File: src/rtl/mutex_pkg.sv
// Shared types and default parameters for the mutex requester-side lock controller.
package mutex_pkg;

  typedef enum logic [2:0] {
    ST_IDLE,
    ST_REQ,
    ST_HOLD,
    ST_RELEASE,
    ST_BACKOFF
  } mutex_client_state_t;

  localparam int DEF_HOLD_W    = 8;
  localparam int DEF_TIMEOUT   = 16;
  localparam int DEF_BACKOFF   = 4;
  localparam int DEF_MAX_RETRY = 3;

endpackage

File: src/rtl/mutex_down_counter.sv
// Loadable down counter that saturates at zero and flags the terminal value.
module mutex_down_counter #(
  parameter int W = 8
) (
  input  logic         clk,
  input  logic         rst,
  input  logic         load,
  input  logic [W-1:0] load_val,
  input  logic         dec,
  output logic         zero
);

  logic [W-1:0] count;

  always_ff @(posedge clk or posedge rst) begin
    if (rst) begin
      count <= '0;
    end else if (load) begin
      count <= load_val;
    end else if (dec && (count != '0)) begin
      count <= count - W'(1);
    end
  end

  assign zero = (count == '0);

endmodule

File: src/rtl/mutex_client.sv
// Requester-side lock controller: request, hold for N cycles, release; timeout with retry.
// Optional retry/backoff path is enabled by defining MUTEX_CLIENT_RETRY_EN.
module mutex_client
  import mutex_pkg::*;
#(
  parameter int HOLD_W    = DEF_HOLD_W,
  parameter int TIMEOUT   = DEF_TIMEOUT,
  parameter int BACKOFF   = DEF_BACKOFF,
  parameter int MAX_RETRY = DEF_MAX_RETRY
) (
  input  logic              clk,
  input  logic              rst,
  input  logic              acq_valid,
  input  logic [HOLD_W-1:0] acq_len,
  output logic              acq_ready,
  output logic              arb_req,
  input  logic              arb_grant,
  output logic              owner,
  output logic              done,
  output logic              timeout_err,
  output logic              lost_grant,
  output logic [2:0]        state_dbg
);

  localparam int WAIT_W = $clog2(TIMEOUT + 1);

  if (TIMEOUT < 2) begin : g_bad_timeout
    $error("mutex_client: TIMEOUT must be at least 2");
  end
  if ((BACKOFF < 1) || (MAX_RETRY < 1)) begin : g_bad_retry
    $error("mutex_client: BACKOFF and MAX_RETRY must be at least 1");
  end

  mutex_client_state_t state, state_n;
  logic [WAIT_W-1:0]   wait_cnt;
  logic [HOLD_W-1:0]   len_q;
  logic wait_inc, wait_clr, len_load, hold_load, hold_dec, hold_zero;
  logic terr_n, lost_n;

`ifdef MUTEX_CLIENT_RETRY_EN
  localparam int RETRY_W = $clog2(MAX_RETRY + 1);
  localparam int BO_W    = $clog2(BACKOFF + 1);
  logic [RETRY_W-1:0] retry_cnt;
  logic retry_inc, retry_clr, bo_load, bo_dec, bo_zero;
`endif

  always_comb begin
    state_n   = state;
    wait_inc  = 1'b0;
    wait_clr  = 1'b0;
    len_load  = 1'b0;
    hold_load = 1'b0;
    hold_dec  = 1'b0;
    terr_n    = 1'b0;
    lost_n    = 1'b0;
`ifdef MUTEX_CLIENT_RETRY_EN
    retry_inc = 1'b0;
    retry_clr = 1'b0;
    bo_load   = 1'b0;
    bo_dec    = 1'b0;
`endif
    case (state)
      ST_IDLE: begin
        if (acq_valid) begin
          state_n  = ST_REQ;
          len_load = 1'b1;
          wait_clr = 1'b1;
`ifdef MUTEX_CLIENT_RETRY_EN
          retry_clr = 1'b1;
`endif
        end
      end
      ST_REQ: begin
        // A grant on the final wait cycle takes precedence over the timeout.
        if (arb_grant) begin
          state_n   = ST_HOLD;
          hold_load = 1'b1;
        end else begin
          wait_inc = 1'b1;
          if (wait_cnt == WAIT_W'(TIMEOUT - 1)) begin
`ifdef MUTEX_CLIENT_RETRY_EN
            retry_inc = 1'b1;
            if ((int'(retry_cnt) + 1) < MAX_RETRY) begin
              state_n = ST_BACKOFF;
              bo_load = 1'b1;
            end else begin
              state_n = ST_IDLE;
              terr_n  = 1'b1;
            end
`else
            state_n = ST_IDLE;
            terr_n  = 1'b1;
`endif
          end
        end
      end
      ST_HOLD: begin
        if (!arb_grant) begin
          state_n = ST_IDLE;
          lost_n  = 1'b1;
        end else if (hold_zero) begin
          state_n = ST_RELEASE;
        end else begin
          hold_dec = 1'b1;
        end
      end
      ST_RELEASE: state_n = ST_IDLE;
`ifdef MUTEX_CLIENT_RETRY_EN
      ST_BACKOFF: begin
        if (bo_zero) begin
          state_n  = ST_REQ;
          wait_clr = 1'b1;
        end else begin
          bo_dec = 1'b1;
        end
      end
`endif
      default: state_n = ST_IDLE;
    endcase
  end

  always_ff @(posedge clk or posedge rst) begin
    if (rst) begin
      state <= ST_IDLE;
    end else begin
      state <= state_n;
    end
  end

  // Outputs are decoded from the next state so they are registered yet aligned with it.
  always_ff @(posedge clk or posedge rst) begin
    if (rst) begin
      acq_ready   <= 1'b1;
      arb_req     <= 1'b0;
      owner       <= 1'b0;
      done        <= 1'b0;
      timeout_err <= 1'b0;
      lost_grant  <= 1'b0;
    end else begin
      acq_ready   <= (state_n == ST_IDLE);
      arb_req     <= (state_n == ST_REQ) || (state_n == ST_HOLD);
      owner       <= (state_n == ST_HOLD);
      done        <= (state_n == ST_RELEASE);
      timeout_err <= terr_n;
      lost_grant  <= lost_n;
    end
  end

  always_ff @(posedge clk or posedge rst) begin
    if (rst) begin
      wait_cnt <= '0;
      len_q    <= '0;
    end else begin
      if (wait_clr) begin
        wait_cnt <= '0;
      end else if (wait_inc && (wait_cnt != WAIT_W'(TIMEOUT))) begin
        wait_cnt <= wait_cnt + WAIT_W'(1);
      end
      if (len_load) begin
        len_q <= (acq_len == '0) ? HOLD_W'(1) : acq_len;
      end
    end
  end

  // Loaded with len-1 so the counter reaches zero on the last owned cycle.
  mutex_down_counter #(.W(HOLD_W)) u_hold_cnt (
    .clk      (clk),
    .rst      (rst),
    .load     (hold_load),
    .load_val (len_q - HOLD_W'(1)),
    .dec      (hold_dec),
    .zero     (hold_zero)
  );

`ifdef MUTEX_CLIENT_RETRY_EN
  always_ff @(posedge clk or posedge rst) begin
    if (rst) begin
      retry_cnt <= '0;
    end else if (retry_clr) begin
      retry_cnt <= '0;
    end else if (retry_inc && (retry_cnt != RETRY_W'(MAX_RETRY))) begin
      retry_cnt <= retry_cnt + RETRY_W'(1);
    end
  end

  mutex_down_counter #(.W(BO_W)) u_backoff_cnt (
    .clk      (clk),
    .rst      (rst),
    .load     (bo_load),
    .load_val (BO_W'(BACKOFF - 1)),
    .dec      (bo_dec),
    .zero     (bo_zero)
  );
`endif

  assign state_dbg = state;

endmodule

File: config.mk
export PLATFORM = sky130hd
export DESIGN_NAME = mutex_client
export DESIGN_NICKNAME = d
export VERILOG_FILES = /design/src/rtl/mutex_pkg.sv /design/src/rtl/mutex_down_counter.sv /design/src/rtl/mutex_client.sv
export SDC_FILE = /design/constraint.sdc
export NUM_CORES = 1
export LEC_CHECK = 0
export CORE_MARGIN = 2
export CORE_UTILIZATION = 50
export DETAILED_ROUTE_END_ITERATION = 8
export PLACE_DENSITY = 0.8
export SLEW_MARGIN = 20
export SYNTH_ARGS = -nofsm -noshare
export SYNTH_HDL_FRONTEND = slang
export SYNTH_HIERARCHICAL = 1
export SYNTH_SLANG_ARGS = --single-unit
File: constraint.sdc
create_clock -name clk -period 3.7 [get_ports clk]
set_input_delay 0.74 -clock clk [delete_from_list [all_inputs] [get_ports clk]]
set_output_delay 0.74 -clock clk [all_outputs]
set_load 0.01 [all_outputs]
# ---- Word level (Yosys, flattened, before mapping)
# Cells that the tools add are included.
dict set report word_totals {
  regBits 30
  latchBits 0
  ram_bits 0
  mem_bits_ro 0
  inputBits 12
  out_inout_bits 9
  mem_count 0
}
dict set report op_classes {
  addsub 3
  n_mul 0
  n_div 0
  n_lt_le_gt_ge 0
  eq_ne 7
  n_shift 0
  mux 24
  bitwise 0
  reduce_logical 10
}
# op count
set op_table {}
lappend op_table {{$mux 8} 3}
lappend op_table {{$logic_not 8->1} 2}
lappend op_table {{$sub 8x1->8 const B} 2}
lappend op_table {{$mux 3} 5}
lappend op_table {{$mux 1} 13}
lappend op_table {{$mux 5} 2}
lappend op_table {{$eq 3x2->1 const B} 3}
lappend op_table {{$pmux 3 s3} 1}
lappend op_table {{$reduce_bool 8->1} 1}
lappend op_table {{$eq 3x1->1 const B} 2}
lappend op_table {{$logic_not 3->1} 2}
lappend op_table {{$add 5x1->5 const B} 1}
lappend op_table {{$eq 5x4->1 const B} 1}
lappend op_table {{$ne 5x5->1 const B} 1}
lappend op_table {{$reduce_bool 2->1} 2}
lappend op_table {{$logic_and 1x1->1} 2}
lappend op_table {{$logic_or 1x1->1} 1}

# ---- Depth between registers and ports, before layout
# Gate-level depths: netlist of run 1.
dict set report depth {
  ltp_word 7
  depth_mapped 9
  mapped_depth_nobuf 9
}

# ---- Modules after synthesis
# The synthesis of run 1 kept the hierarchy.
# mod instances cells_each area_each_um2 seq_area_each_um2
set modules_own_cells {}
lappend modules_own_cells {mutex_client 1 111 1088.5 551.8}
lappend modules_own_cells {mutex_down_counter 1 53 495.5 200.2}

# ---- Worst setup path before layout of run 1
# OpenSTA, ideal clock, no wires.
dict set report synth_path {
  path_kind {input to register}
  from {input arb_grant}
  to {register wait_cnt[1]}
  setup_time_ns 0.125
  t_arrival_ns 1.843
  required_time_ns 3.575
  path_slack_ns 1.732
  path_stages 3
  cell_sequence {or4b_4 -> a31oi_4 -> mux2_2}
}
dict set report synth_between {
  elab_chain_cells 4
}
# item line_no
set synth_lines {}
lappend synth_lines {{start: declaration} mutex_client.sv:17} ;# input logic arb_grant,
lappend synth_lines {{$mux 1} mutex_client.sv:75} ;# if (arb_grant) begin
lappend synth_lines {{$mux 1} mutex_client.sv:62} ;# case (state)
lappend synth_lines {{$logic_and 1x1->1} mutex_client.sv:156} ;# end else if (wait_inc && (wait_cnt != WAIT_W'(TIMEOUT))) begin
lappend synth_lines {{$reduce_bool 2->1 (no source line)} n/a}
lappend synth_lines {{end signal: assignment} mutex_client.sv:157} ;# wait_cnt <= wait_cnt + WAIT_W'(1);
lappend synth_lines {{end: declaration} mutex_client.sv:35} ;# logic [WAIT_W-1:0] wait_cnt;
# Every way passes these cells.
# A chain may end at the register's enable or synchronous reset.

# ---- Worst setup path in the final report of run 1
dict set report layout_path {
  from {input arb_grant}
  to {register u_hold_cnt.count[7]}
}
dict set report layout_between {
  elab_chain_cells 4
}
# item line_no
set layout_lines {}
lappend layout_lines {{$mux 1} mutex_client.sv:98} ;# if (!arb_grant) begin
lappend layout_lines {{$mux 1} mutex_client.sv:62}
lappend layout_lines {{net hold_dec} mutex_client.sv:37} ;# logic wait_inc, wait_clr, len_load, hold_load, hold_dec, hold_zero;
lappend layout_lines {{$logic_and 1x1->1} mutex_down_counter.sv:20} ;# end else if (dec && (count != '0)) begin
lappend layout_lines {{$reduce_bool 2->1 (no source line)} n/a}
lappend layout_lines {{end signal: assignment} mutex_down_counter.sv:19} ;# count <= load_val;
lappend layout_lines {{end signal: assignment} mutex_down_counter.sv:21} ;# count <= count - W'(1);
lappend layout_lines {{end: declaration} mutex_down_counter.sv:13} ;# logic [W-1:0] count;
# The timed path passes the listed nets, and every way through them passes these cells.

==> out/summary.json, run 1 <==
{
  "fin_crit_sh_pct": 62.8,
  "grt_first_pass_wirelength_um": 5040,
  "synth.top_cells.by_area": "sky130_fd_sc_hd__dfrtp_1 (46%), sky130_fd_sc_hd__nand2_1 (6.9%), sky130_fd_sc_hd__ha_1 (4.7%)",
  "path_cells": "clkdlybuf4s50_1 -> nand2b_1 -> nor3_1 -> nor3b_1 -> nand4_1 -> xor2_1 -> o21ai_0",
  "placementRows": 20,
  "syn_nets": 182,
  "layout.cell_area.non_filler_um2": 1900,
  "grt_overflow_total": 0,
  "fin_tns_setup_ns": 0,
  "gpl_wtd_cong": 0.847,
  "max_clock_freq_ghz": 0.430,
  "post-route-min-period_ns": 2.32,
  "power_per_cell_area_nw_per_um2": 497,
  "finalMaxSlewViolations": 0,
  "critical_path_class": "input port to register",
  "vias": 1238,
  "finalSetupViolations": 0,
  "die_area_um2": 3630,
  "drc_errors": 0,
  "post-dp-hpwl_um": 2240,
  "worst_ep_arrival_ns": 2.58,
  "unrepaired_setup_endpoints_after_global_routing": "no",
  "synth_async_sr_flop_share_pct": 100,
  "synth_edf_count": 0,
  "share_comb_of_total_power_pct": 29.2,
  "ys_seq_elements": 30,
  "route.final.wire_length_um": 2980,
  "synthDominantCellAreaShare_pct": 45.8,
  "groute.usage.overall_pct": 19.2,
  "post-cts-setup-buffers": 0,
  "synthDominantAreaCellType": "sky130_fd_sc_hd__dfrtp_1",
  "layout.nets": 208,
  "sequentialPowerShare_pct": 49.4,
  "crit_path_end_kind": "register",
  "initial_core_util_pct": 52.3,
  "synth.top_cells.by_count": "sky130_fd_sc_hd__dfrtp_1 (29), sky130_fd_sc_hd__nand2_1 (29), sky130_fd_sc_hd__inv_1 (13)",
  "worst_path_largest_cell_delay_ns": 0.54,
  "portion_of_total_power_attributed_to_the_clock_network_pct": 21.4,
  "relSlewSlack_pct": 46.2,
  "crit_path_max_fanout": 5,
  "die-height_um": 60.3,
  "detail_route.vias_per_cell": 5.27,
  "slowest_stage": "sky130_fd_sc_hd__clkdlybuf4s50_1",
  "cts_max_level": 2,
  "run_status": "complete, no violations",
  "route.detailed.wl_per_inst_um": 12.7,
  "synth-main-ff-cell": "sky130_fd_sc_hd__dfrtp_1",
  "postSynthAreaPerCell_um2": 9.66,
  "numCtsBuffers": 5,
  "clkSinkCount": 30,
  "first_global_vias": 1205,
  "mappedNetlistArea_um2": 1580,
  "synthCells": 164,
  "dpl-instance-area_um2": 1840,
  "max_cap_viol_count": 0,
  "static-leakage-power_nw": 0.832,
  "clock_path_buffers": 2,
  "root_buffer_master": "sky130_fd_sc_hd__clkbuf_4",
  "power_switching_share_pct": 34.2,
  "switching_power_summed_over_all_nets_mw": 0.323,
  "worstPathRequired_ns": 3.96,
  "antenna_found_initial": 0,
  "firstDrtPassIters": 4,
  "tritoncts_clock_tree": "yes",
  "synth-seq-area-share_pct": 47.5,
  "reg_clk_slew_reported_paths_ns": 0.09,
  "areaGrowthSynthToFinish_pct": 20.0,
  "synthDistinctLibCells": 43,
  "yosys_warnings": 6,
  "final_antenna_net_count": 0,
  "finalHoldViolations": 0,
  "port_buffers": 20,
  "cp-start-kind": "input port",
  "internal_power_mw": 0.621,
  "fin_total_pwr_mw": 0.944,
  "worstMarginPinSlew_ns": 0.806,
  "min_path_type": "register to register",
  "clock_latency_ns": 0.33,
  "utilization_pct": 62.8,
  "peakVddDrop_mv": 0.241,
  "grt_max_degree": 23,
  "floorplan.die.width_um": 60.3,
  "antenna_cells_inserted": 0,
  "finClkSkew_ns": 0.00638,
  "post_route_cells_drive_above_1_share_pct": 9.95,
  "post_cts_resize_count": 0,
  "drt_iter0_markers": 43,
  "cp_num_buf_inv": 1,
  "floorplan.core_area_um2": 3030,
  "post_cts_hold_buffer_count": 0,
  "io_pins": 21,
  "cpLargestDelayFamily": "simple AND/OR/NAND/NOR gates"
}
-- cells by family (layout without fill, tap and decap cells) --
| logic type | after synthesis | in the layout | share of synthesized area, % |
|---|---|---|---|
| AO/OA/AOI/OAI | 26 | 26 | 11.1 |
| XOR/XNOR | 10 | 10 | 5.53 |
| adder cells (fa/ha/maj) | 6 | 6 | 4.74 |
| buffers and inverters | 16 | 43 | 3.95 |
| flip-flops | 30 | 30 | 47.5 |
| multiplexers | 4 | 4 | 2.69 |
| other | 1 | 1 | 0.237 |
| AND/OR/NAND/NOR | 71 | 71 | 24.3 |
-- layer usage --
| layer | vias to the layer above | share of wire [%] | track usage [%] |
|---|---|---|---|
| li1 | 611 | - | - |
| met1 | 589 | 45 | 23.4 |
| met2 | 29 | 48 | 30.4 |
| met3 | 9 | 5.1 | 4.98 |
| met4 | 0 | 2.2 | 11.1 |
| met5 | - | 0 | 0 |
-- state kept, by name (all words and copies together), names as in the netlist --
name / cells
acq_ready: 1
arb_req: 1
done: 1
len_q: 8
lost_grant: 1
owner: 1
state_dbg: 3
timeout_err: 1
u_hold_cnt/count: 8
wait_cnt: 5
-- power groups by stage --
stage	Sequential (mW)	Clock, mW	Combinational, mW
global route	0.478	0.225	0.312
detailed placement	0.472	0	0.273
finish	0.467	0.202	0.276
floorplan	0.456	0	0.207
global placement	0.466	0	0.261
CTS	0.466	0.209	0.275
-- worst paths after layout --
path | from | endpoint | slack (ns) | depth (start not counted)
min reg2reg | len_q[7] | len_q[7] | 0.52 | 2
max in group asynchronous | rst | len_q[4] | 2.31 | 2
min | len_q[7] | len_q[7] | 0.52 | 2
max reg2reg | u_hold_cnt/count[0] | u_hold_cnt/count[2] | 1.47 | 9
min in group asynchronous | rst | u_hold_cnt/count[4] | 0.67 | 2
max | arb_grant | u_hold_cnt/count[7] | 1.38 | 7
-- cell usage in the layout (no fill, tap or decap), types with 2 or more instances in the layout --
cell                              synthesis  final
sky130_fd_sc_hd__nor3_1                   6      6
sky130_fd_sc_hd__o21ai_0                  6      6
sky130_fd_sc_hd__nor4b_1                  3      3
sky130_fd_sc_hd__nor3b_1                  2      2
sky130_fd_sc_hd__nor4_1                   2      2
sky130_fd_sc_hd__nand2b_1                 3      3
sky130_fd_sc_hd__xnor2_1                  3      3
sky130_fd_sc_hd__a21oi_1                  6      6
sky130_fd_sc_hd__nor2_1                   8      8
sky130_fd_sc_hd__buf_4                    0      2
sky130_fd_sc_hd__clkbuf_4                 0      5
sky130_fd_sc_hd__or4b_4                   2      2
sky130_fd_sc_hd__clkdlybuf4s50_1          0     20
sky130_fd_sc_hd__dfrtp_1                 29     29
sky130_fd_sc_hd__nor2b_1                  2      2
sky130_fd_sc_hd__xor2_1                   7      7
sky130_fd_sc_hd__nand2_1                 29     29
sky130_fd_sc_hd__ha_1                     6      6
sky130_fd_sc_hd__inv_1                   13     13
sky130_fd_sc_hd__mux2i_1                  2      2
sky130_fd_sc_hd__or3_1                    4      4
sky130_fd_sc_hd__nand3_1                  2      2
sky130_fd_sc_hd__o21ai_1                  3      3
sky130_fd_sc_hd__a211oi_1                 3      3
-- through the flow --
step / std cells / hold WS (ns) / worst slack (ns)
floorplan: 164 / 0.466 / 1.73
global placement: 227 / 0.502 / 1.12
detailed placement: 227 / 0.512 / 1.04
CTS: 235 / 0.532 / 1.41
global route: 235 / 0.564 / 1.19
finish: 235 / 0.524 / 1.38
-- area by class of cell --
type	instances	area, µm²
inverter	13	48.8
sequential	30	752
clock inverter	1	5.00
fill	249	1130
clock buffer	7	55.1
timing repair buffer	22	215
multi-input combinational	118	769
tap	44	55.1
-- tightest hold or removal path: stages (launching register included) --
cell and delay [ns]:
sky130_fd_sc_hd__dfrtp_1 0.38, sky130_fd_sc_hd__nand2_1 0.06, sky130_fd_sc_hd__nand2_1 0.06
Power figures use the tool's default switching activity.
==> inputs of run 2 (changes only) <==
Clock period 3.7 ns to 2.4 ns, I/O delays scaled along.
==> run 2 against run 1 <==
Against the previous run: total power grew 57%; register-to-register slack got worse by 1.3 ns; sequential power grew 55%; clock power rose by 58%; sequential share of layout area shrank 0.46 points; cell area up 1.2%; combinational power rose by 58%; wire length is 12% higher; flip-flop and latch count did not move; non-clock buffer count rose by 3; critical path depth increased by 2.
==> out/summary.json, run 2 (synthesized netlist as in run 1, its figures left out) <==
{
  "antenna_cells_inserted": {"value": 0, "change": "unchanged"},
  "drc_errors": {"value": 0, "change": "unchanged"},
  "post_cts_resize_count": {"value": 0, "change": "unchanged"},
  "first_global_vias": {"value": 1276, "change": "+5.9%"},
  "gpl_wtd_cong": {"value": 0.935, "change": "+10%"},
  "root_buffer_master": "sky130_fd_sc_hd__clkbuf_4",
  "worst_ep_arrival": {"value": 2.52, "unit": "ns", "change": "-0.06 ns"},
  "final_antenna_net_count": {"value": 0, "change": "unchanged"},
  "switching_power_summed_over_all_nets": {"value": 0.519, "unit": "mW", "change": "+61%"},
  "critical_path.reg2reg.startpoint": "u_hold_cnt/count[0]",
  "numCtsBuffers": {"value": 5, "change": "unchanged"},
  "detail_route.vias_per_cell": {"value": 5.37, "change": "+2.0%"},
  "peakVddDrop": {"value": 0.411, "unit": "mV", "change": "+71%"},
  "power_switching_share": {"value": 35.1, "unit": "%", "change": "+0.87 points"},
  "clkSinkCount": {"value": 30, "change": "unchanged"},
  "io_pins": {"value": 21, "change": "unchanged"},
  "route.final.wire_length": {"value": 3350, "unit": "µm", "change": "+12%"},
  "slowest_stage": "sky130_fd_sc_hd__or4b_4",
  "grt_max_degree": {"value": 23, "change": "unchanged"},
  "fin_total_pwr": {"value": 1.48, "unit": "mW", "change": "+57%"},
  "antenna_found_initial": {"value": 0, "change": "unchanged"},
  "post_route_cells_drive_above_1_share": {"value": 11.3, "unit": "%", "change": "+1.4 points"},
  "cp-start-kind": "register",
  "vias": {"value": 1279, "change": "+3.3%"},
  "r2r_setup_slack": {"value": 0.14, "unit": "ns", "change": "-1.33 ns"},
  "reg_clk_slew_reported_paths": {"value": 0.10, "unit": "ns", "change": "about the same"},
  "layout_top_registers": "len_q (8), u_hold_cnt/count (8), wait_cnt (5)",
  "reg2reg_depth": {"value": 9, "change": "unchanged"},
  "fin_crit_sh_pct": 94.0,
  "critical_path_class": "register to register",
  "grt_overflow_total": {"value": 0, "change": "unchanged"},
  "dpl-instance-area": {"value": 1860, "unit": "µm²", "change": "+1.2%"},
  "layout.nets": {"value": 211, "change": "+1.4%"},
  "clock_path_buffers": {"value": 2, "change": "unchanged"},
  "path_cells": "inv_1 -> ha_1 -> or4b_4 -> nor2_1 -> nor3_1 -> buf_4 -> o21ai_2 -> mux2_1 -> o21ai_1",
  "tritoncts_clock_tree": "yes",
  "fin_tns_setup": {"value": 0, "unit": "ns", "change": "unchanged"},
  "post-route-min-period_ns": 2.26,
  "min_path_type": "input port to async pin",
  "layout.cell_area.non_filler": {"value": 1920, "unit": "µm²", "change": "+1.2%"},
  "finalMaxSlewViolations": {"value": 0, "change": "unchanged"},
  "crit_path_max_fanout": {"value": 4, "change": "-1"},
  "firstDrtPassIters": {"value": 4, "change": "unchanged"},
  "port_buffers": {"value": 20, "change": "unchanged"},
  "cpLargestDelayFamily": "simple AND/OR/NAND/NOR gates",
  "power_per_cell_area": {"value": 769, "unit": "nW/µm²", "change": "+55%"},
  "fillers": {"value": 263, "change": "+5.6%"},
  "fin_hold_ws": {"value": 0.406, "unit": "ns", "change": "-0.118 ns"},
  "post_cts_hold_buffer_count": {"value": 0, "change": "unchanged"},
  "drt_iter0_markers": {"value": 56, "change": "+30%"},
  "cts_max_level": {"value": 2, "change": "unchanged"},
  "utilization": {"value": 63.5, "unit": "%", "change": "+0.74 points"},
  "relSlewSlack": {"value": 59.6, "unit": "%", "change": "+13 points"},
  "layout.cells.most_common_list": "sky130_fd_sc_hd__nand2_1 (29), sky130_fd_sc_hd__dfrtp_1 (29), sky130_fd_sc_hd__clkdlybuf4s50_1 (20)",
  "grt_first_pass_wirelength": {"value": 5470, "unit": "µm", "change": "+8.5%"},
  "max_clock_freq_ghz": 0.443,
  "worstPathRequired": {"value": 2.67, "unit": "ns", "change": "-1.29 ns"},
  "worstMarginPinSlew": {"value": 0.597, "unit": "ns", "change": "-0.209 ns"},
  "cp_num_buf_inv": {"value": 2, "change": "+1"},
  "route.detailed.wl_per_inst": {"value": 14.1, "unit": "µm", "change": "+11%"},
  "portion_of_total_power_attributed_to_the_clock_network": {"value": 21.6, "unit": "%", "change": "+0.2 points"},
  "die-height": {"value": 60.3, "unit": "µm", "change": "unchanged"},
  "floorplan.die.width": {"value": 60.3, "unit": "µm", "change": "unchanged"},
  "internal_power": {"value": 0.959, "unit": "mW", "change": "+54%"},
  "clock_latency": {"value": 0.34, "unit": "ns", "change": "about the same"},
  "max_cap_viol_count": {"value": 0, "change": "unchanged"},
  "worst_path_largest_cell_delay": {"value": 0.50, "unit": "ns", "change": "-0.04 ns"},
  "placementRows": {"value": 20, "change": "unchanged"},
  "sequentialPowerShare": {"value": 48.9, "unit": "%", "change": "-0.5 points"},
  "floorplan.core_area": {"value": 3030, "unit": "µm²", "change": "unchanged"},
  "run_status": "complete, no violations",
  "timing.rr.end": "u_hold_cnt/count[1]",
  "static-leakage-power": {"value": 0.848, "unit": "nW", "change": "+1.9%"},
  "groute.usage.overall": {"value": 21.2, "unit": "%", "change": "+2.0 points"},
  "initial_core_util": {"value": 52.3, "unit": "%", "change": "unchanged"},
  "crit_path_end_kind": "register",
  "finClkSkew": {"value": 0.0106, "unit": "ns", "change": "+0.00422 ns"},
  "post-cts-setup-buffers": {"value": 0, "change": "unchanged"},
  "areaGrowthSynthToFinish_pct": 21.4,
  "finalSetupViolations": {"value": 0, "change": "unchanged"},
  "finalHoldViolations": {"value": 0, "change": "unchanged"},
  "die_area": {"value": 3630, "unit": "µm²", "change": "unchanged"},
  "post-dp-hpwl": {"value": 2550, "unit": "µm", "change": "+14%"},
  "unrepaired_setup_endpoints_after_global_routing": "no",
  "share_comb_of_total_power": {"value": 29.6, "unit": "%", "change": "+0.4 points"}
}
==> run 2: worst max path at each step <==
stage / start / to / slack, ns / cells past startpoint
after floorplan: u_hold_cnt/count[0] / u_hold_cnt/count[7] / 0.45 / 9
after global placement: arb_grant / u_hold_cnt/count[7] / 0.11 / 7
after detailed placement: arb_grant / u_hold_cnt/count[7] / 0.003 / 7
after CTS: u_hold_cnt/count[0] / u_hold_cnt/count[1] / 0.15 / 9
after global routing: u_hold_cnt/count[0] / u_hold_cnt/count[1] / 0.004 / 9
final: u_hold_cnt/count[0] / u_hold_cnt/count[1] / 0.14 / 9
==> run 2: worst reg2reg max path, delay by kind of cell, from the launching register on <==
| family | cells | cell delay (ns) |
|---|---|---|
| fa+ha+maj | 1 | 0.18 |
| compound gates | 2 | 0.19 |
| buf+inv | 2 | 0.26 |
| flops | 1 | 0.39 |
| mux | 1 | 0.34 |
| simple gates | 3 | 0.82 |
==> run 2: layout make-up <==
type                       count  area (µm²)  area share, %
tap                           44        55.1           2.86
clock buffer                   7        55.1           2.86
sequential                    30         752           39.1
timing repair buffer          25         238           12.4
multi-input combinational    118         769           40.0
clock inverter                 1        5.00          0.260
inverter                      13        48.8           2.54
==> run 2: routing by layer <==
layer / routed length, µm / global-route usage (%)
met2: 1760 / 34.8
met5: 0 / 0
met1: 1380 / 24.5
met3: 166 / 5.84
met4: 40 / 12.1
==> run 2: stage by stage <==
step | setup WS [ns] | cells
2_1_floorplan | 0.452 | 164
3_3_place_gp | 0.115 | 230
3_5_place_dp | 0.00289 | 230
4_1_cts | 0.154 | 238
5_1_grt | 0.00426 | 238
6_report | 0.144 | 238
==> run 2: power by group through the flow <==
stage               Sequential [mW]  Combinational (mW)  Clock [mW]
floorplan                     0.704               0.319           0
global placement              0.719               0.403           0
detailed placement            0.730               0.435           0
CTS                           0.721               0.438       0.328
global route                  0.739               0.493       0.355
finish                        0.722               0.437       0.319
